==> src/rtl/pc_sequencer.sv <==
// Program-counter sequencer: Start-handshake program launch, jumps, relative branches.
// Optional return-address stack built only when PC_RAS_EN is defined.
module pc_sequencer #(
  parameter int unsigned A         = 10,
  parameter int unsigned NPROG     = 3,
  parameter int unsigned STRIDE    = 100,
  parameter int unsigned RAS_DEPTH = 4
) (
  input  logic                       Clk,
  input  logic                       Reset,
  input  logic                       Start,
  input  logic                       Halt,
  input  logic                       BranchAbs,
  input  logic                       BranchRel,
  input  logic                       ALU_flag,
  input  logic                       Call,
  input  logic                       Ret,
  input  logic [A-1:0]               Target,
  output logic [A-1:0]               ProgCtr,
  output logic [$clog2(NPROG+1)-1:0] ProgIdx,
  output logic                       Running,
  output logic                       Done,
  output logic                       RasErr
);

  localparam int unsigned IdxW = $clog2(NPROG + 1);
  localparam int unsigned CntW = $clog2(NPROG + 2);

  typedef enum logic [1:0] {StIdle, StRun, StDone} state_e;

  state_e            state_q, state_d;
  logic [A-1:0]      pc_q, pc_d;
  logic [IdxW-1:0]   idx_q, idx_d;
  logic [CntW-1:0]   cnt_q, cnt_d;
  logic              start_r_q;
  logic              rise, fall, launch;
  logic [31:0]       base_full;

`ifdef PC_RAS_EN
  localparam int unsigned PtrW  = $clog2(RAS_DEPTH + 1);
  localparam int unsigned AddrW = (RAS_DEPTH > 1) ? $clog2(RAS_DEPTH) : 1;

  logic [A-1:0]      ras_mem [RAS_DEPTH];
  logic [PtrW-1:0]   ras_ptr_q;
  logic              ras_err_q, ras_err_d;
  logic              ras_push, ras_pop, ras_flush, ras_full, ras_empty;
  logic [AddrW-1:0]  ras_top;

  assign ras_full  = (ras_ptr_q == PtrW'(RAS_DEPTH));
  assign ras_empty = (ras_ptr_q == '0);
  assign ras_top   = AddrW'(ras_ptr_q - 1'b1);
`else
  logic unused_ras;
  assign unused_ras = Call ^ Ret;
`endif

  assign rise   = Start & ~start_r_q;
  assign fall   = ~Start & start_r_q;
  // Only falls that close pulses 1..NPROG launch; the saturated count is never a slot.
  assign launch = fall && (cnt_q != '0) && (cnt_q <= CntW'(NPROG));

  always_comb begin
    cnt_d = cnt_q;
    if (rise && (cnt_q != CntW'(NPROG + 1))) begin
      cnt_d = cnt_q + 1'b1;
    end
  end

  always_comb begin
    state_d   = state_q;
    pc_d      = pc_q;
    idx_d     = idx_q;
    base_full = (32'(cnt_q) - 32'd1) * STRIDE;
`ifdef PC_RAS_EN
    ras_err_d = ras_err_q;
    ras_push  = 1'b0;
    ras_pop   = 1'b0;
    ras_flush = 1'b0;
`endif
    if (launch) begin
      pc_d    = base_full[A-1:0];
      idx_d   = IdxW'(cnt_q);
      state_d = StRun;
`ifdef PC_RAS_EN
      ras_flush = 1'b1;
`endif
    end else if (state_q == StRun) begin
      if (Halt) begin
        state_d = StDone;
`ifdef PC_RAS_EN
      end else if (Ret) begin
        if (ras_empty) begin
          pc_d      = pc_q + 1'b1;
          ras_err_d = 1'b1;
        end else begin
          pc_d    = ras_mem[ras_top];
          ras_pop = 1'b1;
        end
      end else if (Call) begin
        pc_d = Target;
        if (ras_full) begin
          ras_err_d = 1'b1;
        end else begin
          ras_push = 1'b1;
        end
`endif
      end else if (BranchAbs) begin
        pc_d = Target;
      end else if (BranchRel && ALU_flag) begin
        // Two's-complement add modulo 2^A gives the signed-relative target.
        pc_d = pc_q + Target;
      end else begin
        pc_d = pc_q + 1'b1;
      end
    end
  end

  always_ff @(posedge Clk) begin
    if (Reset) begin
      state_q   <= StIdle;
      pc_q      <= '0;
      idx_q     <= '0;
      cnt_q     <= '0;
      start_r_q <= 1'b0;
    end else begin
      state_q   <= state_d;
      pc_q      <= pc_d;
      idx_q     <= idx_d;
      cnt_q     <= cnt_d;
      start_r_q <= Start;
    end
  end

`ifdef PC_RAS_EN
  always_ff @(posedge Clk) begin
    if (Reset) begin
      ras_ptr_q <= '0;
      ras_err_q <= 1'b0;
    end else begin
      ras_err_q <= ras_err_d;
      if (ras_flush) begin
        ras_ptr_q <= '0;
      end else if (ras_push) begin
        ras_ptr_q <= ras_ptr_q + 1'b1;
      end else if (ras_pop) begin
        ras_ptr_q <= ras_ptr_q - 1'b1;
      end
    end
  end

  always_ff @(posedge Clk) begin
    if (!Reset && ras_push) begin
      ras_mem[AddrW'(ras_ptr_q)] <= pc_q + 1'b1;
    end
  end

  assign RasErr = ras_err_q;
`else
  assign RasErr = 1'b0;
`endif

  assign ProgCtr = pc_q;
  assign ProgIdx = idx_q;
  assign Running = (state_q == StRun);
  assign Done    = (state_q == StDone);

endmodule
==> config.mk <==
export PLATFORM = sky130hd
export DESIGN_NAME = pc_sequencer
export DESIGN_NICKNAME = d
export VERILOG_FILES = /design/src/rtl/pc_sequencer.sv
export SDC_FILE = /design/constraint.sdc
export NUM_CORES = 1
export LEC_CHECK = 0
export CAP_MARGIN = 20
export CORE_ASPECT_RATIO = 0.5
export CORE_MARGIN = 5
export CORE_UTILIZATION = 52
export DETAILED_ROUTE_END_ITERATION = 8
export GPL_ROUTABILITY_DRIVEN = 1
export MAX_ROUTING_LAYER = met4
export PLACE_DENSITY = 0.88
export REMOVE_ABC_BUFFERS = 1
export SKIP_LAST_GASP = 1
export SLEW_MARGIN = 5
export SYNTH_ARGS = -nofsm -noshare
export SYNTH_HDL_FRONTEND = slang
export SYNTH_SLANG_ARGS = --single-unit
==> constraint.sdc <==
create_clock -name Clk -period 4.7 [get_ports Clk]
set_clock_uncertainty 0.1 [all_clocks]
set_input_delay 1.41 -clock Clk [delete_from_list [all_inputs] [get_ports Clk]]
set_output_delay 1.41 -clock Clk [all_outputs]
set_load 0.005 [all_outputs]
## Word-level counts from Yosys, hierarchy flattened

Cells that the tools add are included.

- Register bits: 18
- Latch bits: 0
- Memory bits (writable): 0
- ROM bits: 0
- Input bits: 19
- Word-level logic and storage cells: 42
- Memories kept: 0

- Add/sub/neg operators: 4
- Multiply operators: 1
- Divide/modulo/power cells: 0
- $lt $le $gt $ge: 1
- Eq/ne operators: 4
- Shifts and indexed selects: 0
- Multiplexer cells: 8
- Bitwise gates (word level): 5
- Reduce and logical (&&, ||, !) cells: 12

Operators with widths:

| kind | number |
|---|---|
| 2-to-1 mux 10 bit | 5 |
| multiplier 32 x 5 -> 8 bit (second input constant) | 1 |
| adder 10 x 1 -> 10 bit (second input constant) | 1 |
| adder 10 bit | 1 |
| AND reduction 2 bit | 4 |
| logical AND 1 bit | 4 |
| nonzero test 2 bit | 2 |
| subtractor 3 x 1 -> 4 bit (second input constant) | 1 |
| adder 3 x 1 -> 3 bit (second input constant) | 1 |
| <= comparator 3 x 2 -> 1 bit (second input constant) | 1 |
| 2-to-1 mux 1 bit | 3 |
| != test 3 bit (second input constant) | 1 |
| NOT 1 bit | 3 |
| nonzero test 3 bit | 1 |
| bitwise AND 1 bit | 2 |
| == test 2 x 1 -> 1 bit (second input constant) | 1 |
| == test 2 bit (second input constant) | 1 |
| != test 2 x 1 -> 1 bit (second input constant) | 1 |
| OR reduction 2 bit | 1 |

## Logic depth before layout (Yosys ltp)

- Depth in word-level cells: 6
- Depth in mapped cells: 13
- Depth with buffers taken out: 13

## Worst setup path after synthesis

OpenSTA, ideal clock, no wires.

- Path type: input -> register
- Start: input Target[0]
- End: register pc_q[6] (netlist: ProgCtr[6])
- Library setup time: 0.103 ns
- Arrival time: 3.209 ns
- Setup slack: 1.287 ns
- Stages: 8
- Buffers on the path: 0
- Path through: nand3b_1 -> ha_1 -> fa_1 -> a21o_1 -> a21oi_1 -> o21ai_0 -> xnor2_1 -> a2111oi_2

- Longest elaborated chain between the ends: 6

RTL lines:

| item | line | RTL |
|---|---|---|
| start: declaration | 18 | `input logic [A-1:0] Target,` |
| adder 10 bit | 111 | `pc_d = pc_q + Target;` |
| 2-to-1 mux 10 bit | 109 | `end else if (BranchRel && ALU_flag) begin` |
| 2-to-1 mux 10 bit | 107 | `end else if (BranchAbs) begin` |
| 2-to-1 mux 10 bit | 88 | `if (Halt) begin` |
| 2-to-1 mux 10 bit | 87 | `end else if (state_q == StRun) begin` |
| 2-to-1 mux 10 bit | 80 | `if (launch) begin` |
| end signal: assignment | 127 | `pc_q <= pc_d;` |
| end: declaration | 32 | `logic [A-1:0] pc_q, pc_d;` |

Every way passes these cells. The select of a mux whose other input is x is not followed.
A chain may end at the register's enable or synchronous reset.

## Final worst setup path

- Start: input BranchRel
- End: register pc_q[6] (netlist: ProgCtr[6])

- Longest elaborated chain between the ends: 6

RTL lines:

| item | line | RTL |
|---|---|---|
| start: declaration | 14 | `input logic BranchRel,` |
| logical AND 1 bit | 109 |  |
| 2-to-1 mux 10 bit | 109 |  |
| 2-to-1 mux 10 bit | 107 |  |
| 2-to-1 mux 10 bit | 88 |  |
| 2-to-1 mux 10 bit | 87 |  |
| 2-to-1 mux 10 bit | 80 |  |

Every way passes these cells. The select of a mux whose other input is x is not followed.

==> flow_metrics.py <==
metrics = {
    "run_status": {
        "outcome": "complete, no violations",
    },
    "setup_path": {
        "slowest_stage": "clkdlybuf4s50_1",
        "crit_chain": "clkdlybuf4s50_1 -> nand3b_1 -> ha_1 -> fa_1 -> a21o_1 -> a21oi_1 -> o21ai_0 -> xnor2_1 -> a2111oi_2",
        "arrival_ns": 4.06,
        "worst_setup_path_end_kind": "flip-flop",
        "critical-path-max-stage-delay_ns": 0.64,
        "cp-start-kind": "input pin",
        "worstSetupPathType": "input pin to flip-flop",
        "critPathMaxFanout": 10,
        "critPathRequiredTime_ns": 4.77,
        "r2r_slack_ns": 1.08,
    },
    "power_and_ir_drop": {
        "power_switching_w": 0.000209,
        "pwr-share-comb": 0.464,
        "ir_drop_v": 0.000169,
        "clkPwrFrac": 0.239,
        "fin_total_pwr_w": 0.000567,
        "p_leak_nw": 0.860,
        "internal_power_w": 0.000359,
        "power_density_nw_per_um2": 272,
        "switching_share": 0.367,
        "share_seq_of_total_power": 0.297,
    },
    "synthesis": {
        "synth_top_cell_by_area": "dfxtp_1",
        "synth_edf_count": 0,
        "synth-seq-cells": 18,
        "synth_area_um2": 1730,
        "synthCells": 209,
        "synth_area_leaders": "dfxtp_1, ha_1, fa_1, nor2_1, a21oi_1",
        "yosysUniqueCellTypes": 51,
        "synth-seq-area-share": 0.208,
        "yosysWarnings": 0,
        "synth.top_cell.area_share": 0.208,
        "synthArstFlopShare": 0,
        "ys.flop_type": "dfxtp_1",
        "avgSynthCellArea_um2": 8.30,
    },
    "timing": {
        "fin_crit_ns": 3.99,
        "fmaxAchievable_ghz": 0.251,
        "tightest_slew_ns": 0.694,
        "rsz0062_at_grt": "false",
        "min_period_over_period": 0.848,
        "hold_viol_final": 0,
        "whs_ns": 0.357,
        "slew_headroom": 0.536,
        "setup_violations": 0,
        "setup_tns_ns": 0,
        "slew_violations": 0,
    },
    "floorplanning": {
        "die_w_um": 91.7,
        "rows": 14,
        "die_area_um2": 4660,
        "core_um2": 3100,
        "fp.dieH_um": 50.8,
        "pin_count": 34,
        "initial_core_util": 0.559,
    },
    "clock_tree": {
        "clock-sinks": 18,
        "path_clk_slew_ns": 0.08,
        "cts_inserted_buffers": 3,
        "ctsHoldBuffers": 0,
        "htreeDepth": 1,
        "clockBufferDepth": 2,
        "tritoncts": "done",
        "cts_root_buf": "clkbuf_8",
        "cts_resized": 0,
        "post_cts_buffers": 0,
        "clk_latency_ns": 0.27,
    },
    "cells_and_area": {
        "diodes": 0,
        "drive_gt1_frac": 0.0598,
        "final_cell_area_um2": 2090,
        "fin_nets": 279,
        "area_growth_pct": 20.4,
        "fin_util": 0.674,
    },
    "place": {
        "io_buffers": 30,
        "gp_congestion": 0.938,
        "hpwl_um": 3400,
        "placed_area_um2": 2030,
    },
    "detailed_routing": {
        "drtPass1Iterations": 4,
        "wl_um": 4390,
        "route.detailed.drc": 0,
        "ant_nets": 0,
        "via_per_inst": 5.99,
        "num_vias": 1642,
        "post_drt_wl_per_cell_um": 16.0,
        "drtIter0Drc": 178,
    },
    "grt": {
        "grt_max_degree": 20,
        "antenna_found_initial": 0,
        "grt_pass1_wl_um": 7400,
        "grt_usage": 0.205,
        "grt_pass1_vias": 1538,
        "globalRoute.totalOverflow": 0,
    },
    "hold_path": {
        "hold_class": "flip-flop to flip-flop",
    },
    "run": {
        "cap_violations": 0,
    },
}
==> cell families after synthesis <==
kind of cell               after synthesis  synth area share
muxes                                    5            0.0296
DFF                                     18             0.208
adders and majority gates               25             0.202
and+or+nand+nor                         67             0.191
other                                    1           0.00216
xor gates and xnor gates                13            0.0657
AOI/OAI and AO/OA                       57             0.237
buffers and inverters                   23            0.0642
==> path summary, 6_finish.rpt <==
check / start / end / depth (start not counted)
max: BranchRel / ProgCtr[6] / 9
min: ProgIdx[1] / ProgIdx[1] / 2
max reg2reg: cnt_q[0] / ProgCtr[8] / 13
min reg2reg: ProgIdx[1] / ProgIdx[1] / 2
==> cells in the final DEF, fill, tap and decap left out, types with 3 or more instances in the layout <==
cell type / n
a21o_1: 4
nor2_1: 21
nor3_1: 4
o21ai_0: 10
nand2_1: 15
dfxtp_1: 18
ha_1: 20
xnor2_1: 7
a211oi_1: 5
clkdlybuf4s50_1: 30
xor2_1: 6
and3_1: 9
o41ai_1: 3
clkbuf_8: 4
fa_1: 5
inv_1: 12
mux2i_1: 4
nand3_1: 4
a21oi_1: 13
==> area by class of cell <==
class,instances,area [um2]
clock buffer,4,55.1
fill,236,1010
inverter,12,45.0
multi-input combinational,168,1260
sequential,18,360
tap,40,50.0
timing repair buffer,32,315
==> power by group through the flow <==
stage          Combinational, W  Sequential [W]  Clock [W]
2_1_floorplan          0.000185        0.000170          0
3_3_place_gp           0.000242        0.000172          0
3_5_place_dp           0.000264        0.000172          0
4_1_cts                0.000266        0.000169   0.000140
5_1_grt                0.000301        0.000170   0.000146
6_report               0.000263        0.000169   0.000135
==> critical path: cells and delay by family <==
kind | cells | cell delay [ns]
AO/OA/AOI/OAI | 4 | 1.04
adder cells (fa/ha/maj) | 2 | 0.67
buffers and inverters | 1 | 0.64
XOR/XNOR | 1 | 0.16
AND/OR/NAND/NOR | 1 | 0.13
==> registers in the layout (all words and copies together), names as in the netlist <==
name       count
ProgIdx        2
cnt_q          3
start_r_q      1
ProgCtr       10
state_q        2
==> cells in the mapped netlist (2+ instances only) <==
cell type and n:
a2111oi_0 2, a211oi_1 5, a21o_1 4, a21oi_1 13
a311o_1 2, and3_1 9, buf_2 2, buf_4 4
clkbuf_1 4, dfxtp_1 18, fa_1 5, ha_1 20
inv_1 12, mux2i_1 4, nand2_1 15, nand2b_1 2
nand3_1 4, nand3b_1 2, nor2_1 21, nor3_1 4
nor3b_1 2, o211ai_1 2, o21ai_0 10, o21ai_1 2
o41ai_1 3, or3_1 2, xnor2_1 7, xor2_1 6
==> metrics by stage <==
step,worst slack (ns),instances
after floorplan,1.29,198
after global placement,0.535,270
after detailed placement,0.468,270
after CTS,0.730,274
after global routing,0.591,274
final,0.713,274
==> metal layers <==
metal	track usage	wire length [um]	vias up
met5	-	0	-
met4	0.0800	70	0
met3	0.0411	282	7
met2	0.328	2150	64
met1	0.258	1890	766
li1	-	-	805
Power figures use the tool's default switching activity.
